<file path="config.mk">
export PLATFORM = sky130hd
export DESIGN_NAME = alu_sweep_driver
export DESIGN_NICKNAME = d
export VERILOG_FILES = /design/src/rtl/alu_pkg.sv /design/src/rtl/alu_result_regfile.sv /design/src/rtl/alu_sweep_driver.sv
export SDC_FILE = /design/constraint.sdc
export NUM_CORES = 1
export LEC_CHECK = 0
export ABC_CLOCK_PERIOD_IN_PS = 5600
export CORE_ASPECT_RATIO = 0.9
export CORE_MARGIN = 4
export CORE_UTILIZATION = 58
export DETAILED_ROUTE_END_ITERATION = 8
export MAX_ROUTING_LAYER = met4
export PLACE_DENSITY = 0.85
export SLEW_MARGIN = 20
export SYNTH_ARGS = -nofsm -noshare
export SYNTH_HDL_FRONTEND = slang
export SYNTH_SLANG_ARGS = --single-unit
export TNS_END_PERCENT = 1
</file>
<file path="constraint.sdc">
create_clock -name clk -period 5.6 [get_ports clk]
set_clock_uncertainty 0.1 [all_clocks]
set_input_delay 0.56 -clock clk [delete_from_list [all_inputs] [get_ports clk]]
set_output_delay 0.56 -clock clk [all_outputs]
set_load 0.01 [all_outputs]
</file>
<file path="src/rtl/alu_pkg.sv">
// alu_pkg: shared widths, default parameters and FSM state type for the ALU sweep driver
package alu_pkg;
    localparam int N_DEF       = 4;
    localparam int CTRL_W      = 3;
    localparam int NUM_OPS_DEF = 7;
    typedef enum logic [1:0] {IDLE, DRIVE, CAPTURE, DONE} state_t;
endpackage

</file>
<file path="src/rtl/alu_result_regfile.sv">
// alu_result_regfile: NUM_OPS x (N+2) result store, sync clear, one write port, comb read (out of range reads 0)
// ports: clk, rst_n (sync, active-low), clr, we, waddr, wdata, raddr, rdata
module alu_result_regfile
    import alu_pkg::*;
#(
    parameter int N       = N_DEF,
    parameter int NUM_OPS = NUM_OPS_DEF
) (
    input  logic              clk,
    input  logic              rst_n,
    input  logic              clr,
    input  logic              we,
    input  logic [CTRL_W-1:0] waddr,
    input  logic [N+1:0]      wdata,
    input  logic [CTRL_W-1:0] raddr,
    output logic [N+1:0]      rdata
);
    logic [N+1:0] mem [NUM_OPS];

    always_ff @(posedge clk)
        if (!rst_n || clr)
            for (int i = 0; i < NUM_OPS; i++) mem[i] <= '0;
        else if (we)
            mem[waddr] <= wdata;

    assign rdata = (32'(raddr) < NUM_OPS) ? mem[raddr] : '0;
endmodule

</file>
<file path="src/rtl/alu_sweep_driver.sv">
// alu_sweep_driver: drives every opcode 0..NUM_OPS-1 into an external ALU and records each response
// ports: clk, rst_n (sync, active-low), start, a_in/b_in -> alu_a/alu_b/alu_control to ALU;
//        alu_out/alu_overflow/alu_zero from ALU; busy, done; rd_addr -> rd_data; ovf_count, zero_count
module alu_sweep_driver
    import alu_pkg::*;
#(
    parameter int N       = N_DEF,
    parameter int NUM_OPS = NUM_OPS_DEF,
    parameter int SETTLE  = 1,
    localparam int CW     = $clog2(NUM_OPS + 1)
) (
    input  logic              clk,
    input  logic              rst_n,
    input  logic              start,
    input  logic [N-1:0]      a_in,
    input  logic [N-1:0]      b_in,
    output logic [N-1:0]      alu_a,
    output logic [N-1:0]      alu_b,
    output logic [CTRL_W-1:0] alu_control,
    input  logic [N-1:0]      alu_out,
    input  logic              alu_overflow,
    input  logic              alu_zero,
    output logic              busy,
    output logic              done,
    input  logic [CTRL_W-1:0] rd_addr,
    output logic [N+1:0]      rd_data,
    output logic [CW-1:0]     ovf_count,
    output logic [CW-1:0]     zero_count
);
    localparam int SW = SETTLE > 1 ? $clog2(SETTLE) : 1;

    state_t        state, state_nx;
    logic [SW-1:0] settle_cnt;
    logic          accept, capture, last;

    assign accept  = state == IDLE && start;
    assign capture = state == CAPTURE;
    assign last    = alu_control == CTRL_W'(NUM_OPS - 1);

    always_comb begin
        state_nx = state;
        busy     = state == DRIVE || state == CAPTURE;
        done     = state == DONE;
        unique case (state)
            IDLE:    state_nx = start ? DRIVE : IDLE;
            DRIVE:   state_nx = settle_cnt == SW'(SETTLE - 1) ? CAPTURE : DRIVE;
            CAPTURE: state_nx = last ? DONE : DRIVE;
            DONE:    state_nx = IDLE;
        endcase
    end

    always_ff @(posedge clk)
        if (!rst_n) begin
            state       <= IDLE;
            settle_cnt  <= '0;
            alu_a       <= '0;
            alu_b       <= '0;
            alu_control <= '0;
            ovf_count   <= '0;
            zero_count  <= '0;
        end else begin
            state      <= state_nx;
            // counts cycles spent in DRIVE; restarts on every entry
            settle_cnt <= state == DRIVE ? settle_cnt + SW'(1) : '0;
            if (accept) begin
                alu_a       <= a_in;
                alu_b       <= b_in;
                alu_control <= '0;
                ovf_count   <= '0;
                zero_count  <= '0;
            end
            if (capture) begin
                ovf_count  <= ovf_count + CW'(alu_overflow);
                zero_count <= zero_count + CW'(alu_zero);
                if (!last) alu_control <= alu_control + CTRL_W'(1);
            end
        end

    alu_result_regfile #(.N(N), .NUM_OPS(NUM_OPS)) u_regfile (
        .clk   (clk),
        .rst_n (rst_n),
        .clr   (accept),
        .we    (capture),
        .waddr (alu_control),
        .wdata ({alu_overflow, alu_zero, alu_out}),
        .raddr (rd_addr),
        .rdata (rd_data)
    );
endmodule
</file>
# [Word-level counts from Yosys, hierarchy flattened]
# Memory sizes are Yosys's and may differ from the RTL's.
# Cells that the tools add are included.
# W data, S select, Z words.
[word_totals] regBits=20 ramBits=42 in_bits=20 out_inout_bits=25 wordCells=44 memories=1
[mem_list] name="u_regfile.mem" depth=7 width=6 rd=1 rd_clocked_by_memory_dff=0 wr=7 line_no="alu_result_regfile.sv:18" rtl="logic [N+1:0] mem [NUM_OPS];"
[op_classes] addsub=4 order_cmp=1 n_eq_ne=4 n_mux=19 reduce_logical=8
[op_table] cell="$mux W3" count=7
[op_table] cell="$mux W6" count=2
[op_table] cell="$pmux W2 S4" count=1
[op_table] cell="$mux W1" count=7
[op_table] cell="$add A3 B1 Y3" count=2
[op_table] cell="$reduce_or A6 Y1" count=1
[op_table] cell="$eq A2 B2 Y1 const B" count=2
[op_table] cell="$mux W2" count=2
[op_table] cell="$add A3 B1 Y3 const B" count=1
[op_table] cell="$eq A3 B3 Y1 const B" count=1
[op_table] cell="$lt A3 B3 Y1 const B" count=1
[op_table] cell="$eq A2 B1 Y1 const B" count=1
[op_table] cell="$logic_not A2 Y1" count=1
[op_table] cell="$logic_or A1 B1 Y1" count=2
[op_table] cell="$reduce_and A2 Y1" count=1
[op_table] cell="$reduce_bool A2 Y1" count=1
[op_table] cell="$add A1 B1 Y1 const B" count=1
[op_table] cell="$logic_and A1 B1 Y1" count=1
[op_table] cell="$logic_not A1 Y1" count=1

# [Depth between registers and ports, before layout]
[depth] depth_word=7 ltp_mapped=7 depth_no_buf=5

# [Hierarchy]
# Synthesis repeated with hierarchy kept, for this count alone.
[unflattened] cells_unflattened=269 hier_area_um2=2885.3
[by_module_without_submodules] module="alu_result_regfile" n_inst=1 cells_per_inst=168 area_each_um2=1983.2
[by_module_without_submodules] module="alu_sweep_driver" n_inst=1 cells_per_inst=101 area_each_um2=902.1

# [Worst setup path before layout]
# Ideal clock, no wire load.
[synth_path] kind="input-to-output" from="in rd_addr[1]" to="out rd_data[0]" t_arrival_ns=1.461 t_required_ns=4.940 setup_slack_ns=3.479 path_stages=3 n_path_buf=1 cell_sequence="buf_6 -> mux2_1 -> mux4_2"
[synth_via] elab_chain_len=2
[synth_lines] element="start, declared" line_no="alu_sweep_driver.sv:25" rtl="input logic [CTRL_W-1:0] rd_addr,"
[synth_lines] element="$mem_v2 Z7 W6 or $lt A3 B3 Y1 (tied branches)"
[synth_lines] element="$mux W6 *" line_no="alu_result_regfile.sv:26" rtl="assign rdata = (32'(raddr) < NUM_OPS) ? mem[raddr] : '0;"
[synth_lines] element="end, declared" line_no="alu_sweep_driver.sv:26" rtl="output logic [N+1:0] rd_data,"
# Mark *: on every way between the ends. The rest lies on a longest branch, timed or not.

# [Final worst setup path]
# Ends and elaborated chain as after synthesis.

==> impl_metrics.tcl <==
set metrics [dict create \
    period_needed_ns 3.51 \
    synth-seq-cells 62 \
    tritoncts "done" \
    cts.repair.resized 0 \
    first_pass_iters 4 \
    drt_iter0_markers 156 \
    drv_cap 0 \
    ys.flop_type "edfxtp_1" \
    drive_above_1_share_pct 9.87 \
    cp_common_cell "clkdlybuf4s50_1" \
    hp-class "reg2reg" \
    synthXorXnorAreaFrac_pct 0.287 \
    internal-power_w 0.000758 \
    critPathSlowestCell "clkdlybuf4s50_1" \
    worstSetupStartpointType "input pin" \
    ant_nets 0 \
    htreeDepth 3 \
    synth.area.mux_share_pct 7.22 \
    grt_antenna_before_repair 0 \
    cp_top_family "buffers and inverters" \
    post-dp-hpwl_mm 4.64 \
    yosys.area_share.adder_pct 4.51 \
    path_cells "clkdlybuf4s50_1 -> mux2_1 -> mux4_2 -> clkdlybuf4s50_1" \
    fin_area_um2 3670 \
    fin_tns_setup_ns 0 \
    power_frac_seq_pct 51.7 \
    root_buffer "clkbuf_8" \
    cp_max_fo 17 \
    start_util_pct 61.6 \
    antenna-diode-count 0 \
    wl_per_cell_um 17.7 \
    post_cts_buffers 0 \
    fin_crit_sh_pct 62.6 \
    fp-row-count 24 \
    chipWidth_um 84.4 \
    worst_pin_slew_ns 1.14 \
    place_area_um2 3490 \
    clk_path_buf_depth 2 \
    synth-compound-area-share_pct 9.76 \
    die_y_um 76.8 \
    p_sw_w 0.000236 \
    vias_per_cell 5.69 \
    cp.required_ns 4.94 \
    grt_max_degree 34 \
    vias 2156 \
    synth_largest_area_cell "edfxtp_1" \
    track_usage_pct 23.2 \
    nFillCells 346 \
    ys_warn_count 0 \
    synth_nets 300 \
    ys_top_cells_by_count "36 x edfxtp_1, 31 x and2_1, 29 x nand2_1, 26 x dfxtp_1, 25 x a21oi_1" \
    rsz0062_at_grt "no" \
    io_buffers 44 \
    swShare_pct 23.7 \
    yosysSeqAreaShare_pct 52.5 \
    crit_buf_inv 2 \
    synth.distinct_cells 39 \
    leakage_nw 1.39 \
    async_reset_ff_share_pct 0 \
    endpoint_kind "output pin" \
    drc 0 \
    hold_ws_ns 0.358 \
    slew_headroom_pct 23.5 \
    gp_congestion 0.814 \
    path_class "in2out" \
    comb_power_share_pct 11.2 \
    synth-simple-area-share_pct 21.8 \
    cts_hold_buffers 0 \
    cts_buffers 9 \
    synth_area_leaders "edfxtp_1 35%, dfxtp_1 17%, and2_1 6.4%, ha_1 4.5%, a21oi_1 4.1%" \
    slowest_delay_ns 0.94 \
    arrival_ns 2.85 \
    areaGrowthSynthToFinish_pct 20.2 \
    grt_pass1_vias 2250 \
    max_freq_mhz 285 \
    netlist_area_um2 3050 \
    slew_violations 0 \
    clkPwrFrac_pct 37.1 \
    clkLatencyLatePin_ns 0.34 \
    synth.most_common_cell "edfxtp_1" \
    syn-mean-instance-area_um2 11.3 \
    cts_sinks 62 \
    synth_edf_count 36 \
    power_density_nw_per_um2 271 \
    grt_overflow_total 0 \
    dieArea_um2 6490 \
    wl_mm 6.73 \
    hold_violations 0 \
    nets 340 \
    ios 45 \
    grt_pass1_wl_mm 11.2 \
    yosys.area.top_type_share_pct 35.4 \
    path_clk_slew_ns 0.06 \
    ir_worst_vdd_mv 0.157 \
    run_status "finished, final reports clean" \
    setup_viol 0 \
    fp.coreArea_um2 4950 \
    netlist_instances 269 \
    synth_top_family_by_area "simple AND/OR/NAND/NOR gates" \
]
==> path summary, 6_finish.rpt <==
check | start | endpoint | slack (ns) | cells after the start
setup / recovery | rd_addr[1] | rd_data[0] | 2.09 | 4
hold / removal | alu_a[0] | alu_a[0] | 0.36 | 2
setup reg to reg | state[0] | u_regfile.mem[4][0] | 2.39 | 4
hold reg to reg | alu_a[0] | alu_a[0] | 0.36 | 2
==> cells in the final DEF (no fill, tap or decap), types with 4 or more instances in the layout <==
cell type,n
clkbuf_8,9
mux2_2,4
nand2b_1,10
a21oi_1,25
nand3_1,9
dfxtp_1,26
and3_1,6
nor2b_1,5
and2_1,31
mux2_1,6
nand2_1,29
inv_1,8
clkdlybuf4s50_1,44
ha_1,11
edfxtp_1,36
nand3b_1,5
mux2i_1,4
o21ai_0,4
==> cells by family (layout without fill, tap and decap cells) <==
group / after synthesis / count (layout)
flops: 62 / 62
xor+xnor: 1 / 1
fa+ha+maj: 11 / 11
buf+inv: 24 / 69
mux: 17 / 17
compound gates: 46 / 46
simple gates: 108 / 108
==> worst reg2reg max path: cells and delay by family (launching register included) <==
family                     cells  cell delay (ns)
AOI/OAI and AO/OA              1             1.00
adders and majority gates      1             0.83
and+or+nand+nor                1             0.45
DFF                            1             0.34
buffers and inverters          1             0.11
==> metrics by stage <==
step	setup slack, ns	cells	util [%]	total power (W)
2_1_floorplan	3.48	269	-	0.000583
3_3_place_gp	2.16	363	70.4	0.000630
3_5_place_dp	2.10	363	70.4	0.000634
4_1_cts	2.08	379	74.0	0.000998
5_1_grt	1.99	379	74.0	0.00104
6_report	2.09	379	74.0	0.000993
==> metal layers <==
layer | up-vias | track usage (%) | wire (um)
met5 | - | - | 0
met4 | 0 | 9.49 | 161
met3 | 14 | 7.61 | 444
met2 | 66 | 37.8 | 3320
met1 | 1033 | 26.5 | 2800
li1 | 1043 | - | -
==> layout make-up <==
type	instances	area (um2)	area share (%)
Clock inverter	5	50.0	1.36
Multi-Input combinational cell	183	1330	36.2
Sequential cell	62	1600	43.7
Clock buffer	11	131	3.58
Timing Repair Buffer	44	440	12.0
Inverter	9	33.8	0.921
Tap cell	65	81.3	2.22
==> flip-flops by register name, indices dropped and copies added, names as in the netlist <==
| register | flops |
|---|---|
| ovf_count | 3 |
| settle_cnt | 1 |
| u_regfile.mem | 42 |
| alu_b | 4 |
| state | 2 |
| alu_a | 4 |
| alu_control | 3 |
| zero_count | 3 |
==> power groups by stage <==
| stage | Combinational [W] | Sequential (W) | Clock, W |
|---|---|---|---|
| 2_1_floorplan | 0.0000606 | 0.000522 | 0 |
| 3_3_place_gp | 0.000107 | 0.000522 | 0 |
| 3_5_place_dp | 0.000110 | 0.000524 | 0 |
| 4_1_cts | 0.000111 | 0.000514 | 0.000373 |
| 5_1_grt | 0.000121 | 0.000515 | 0.000400 |
| 6_report | 0.000111 | 0.000514 | 0.000369 |
(Power assumes the default switching activity.)
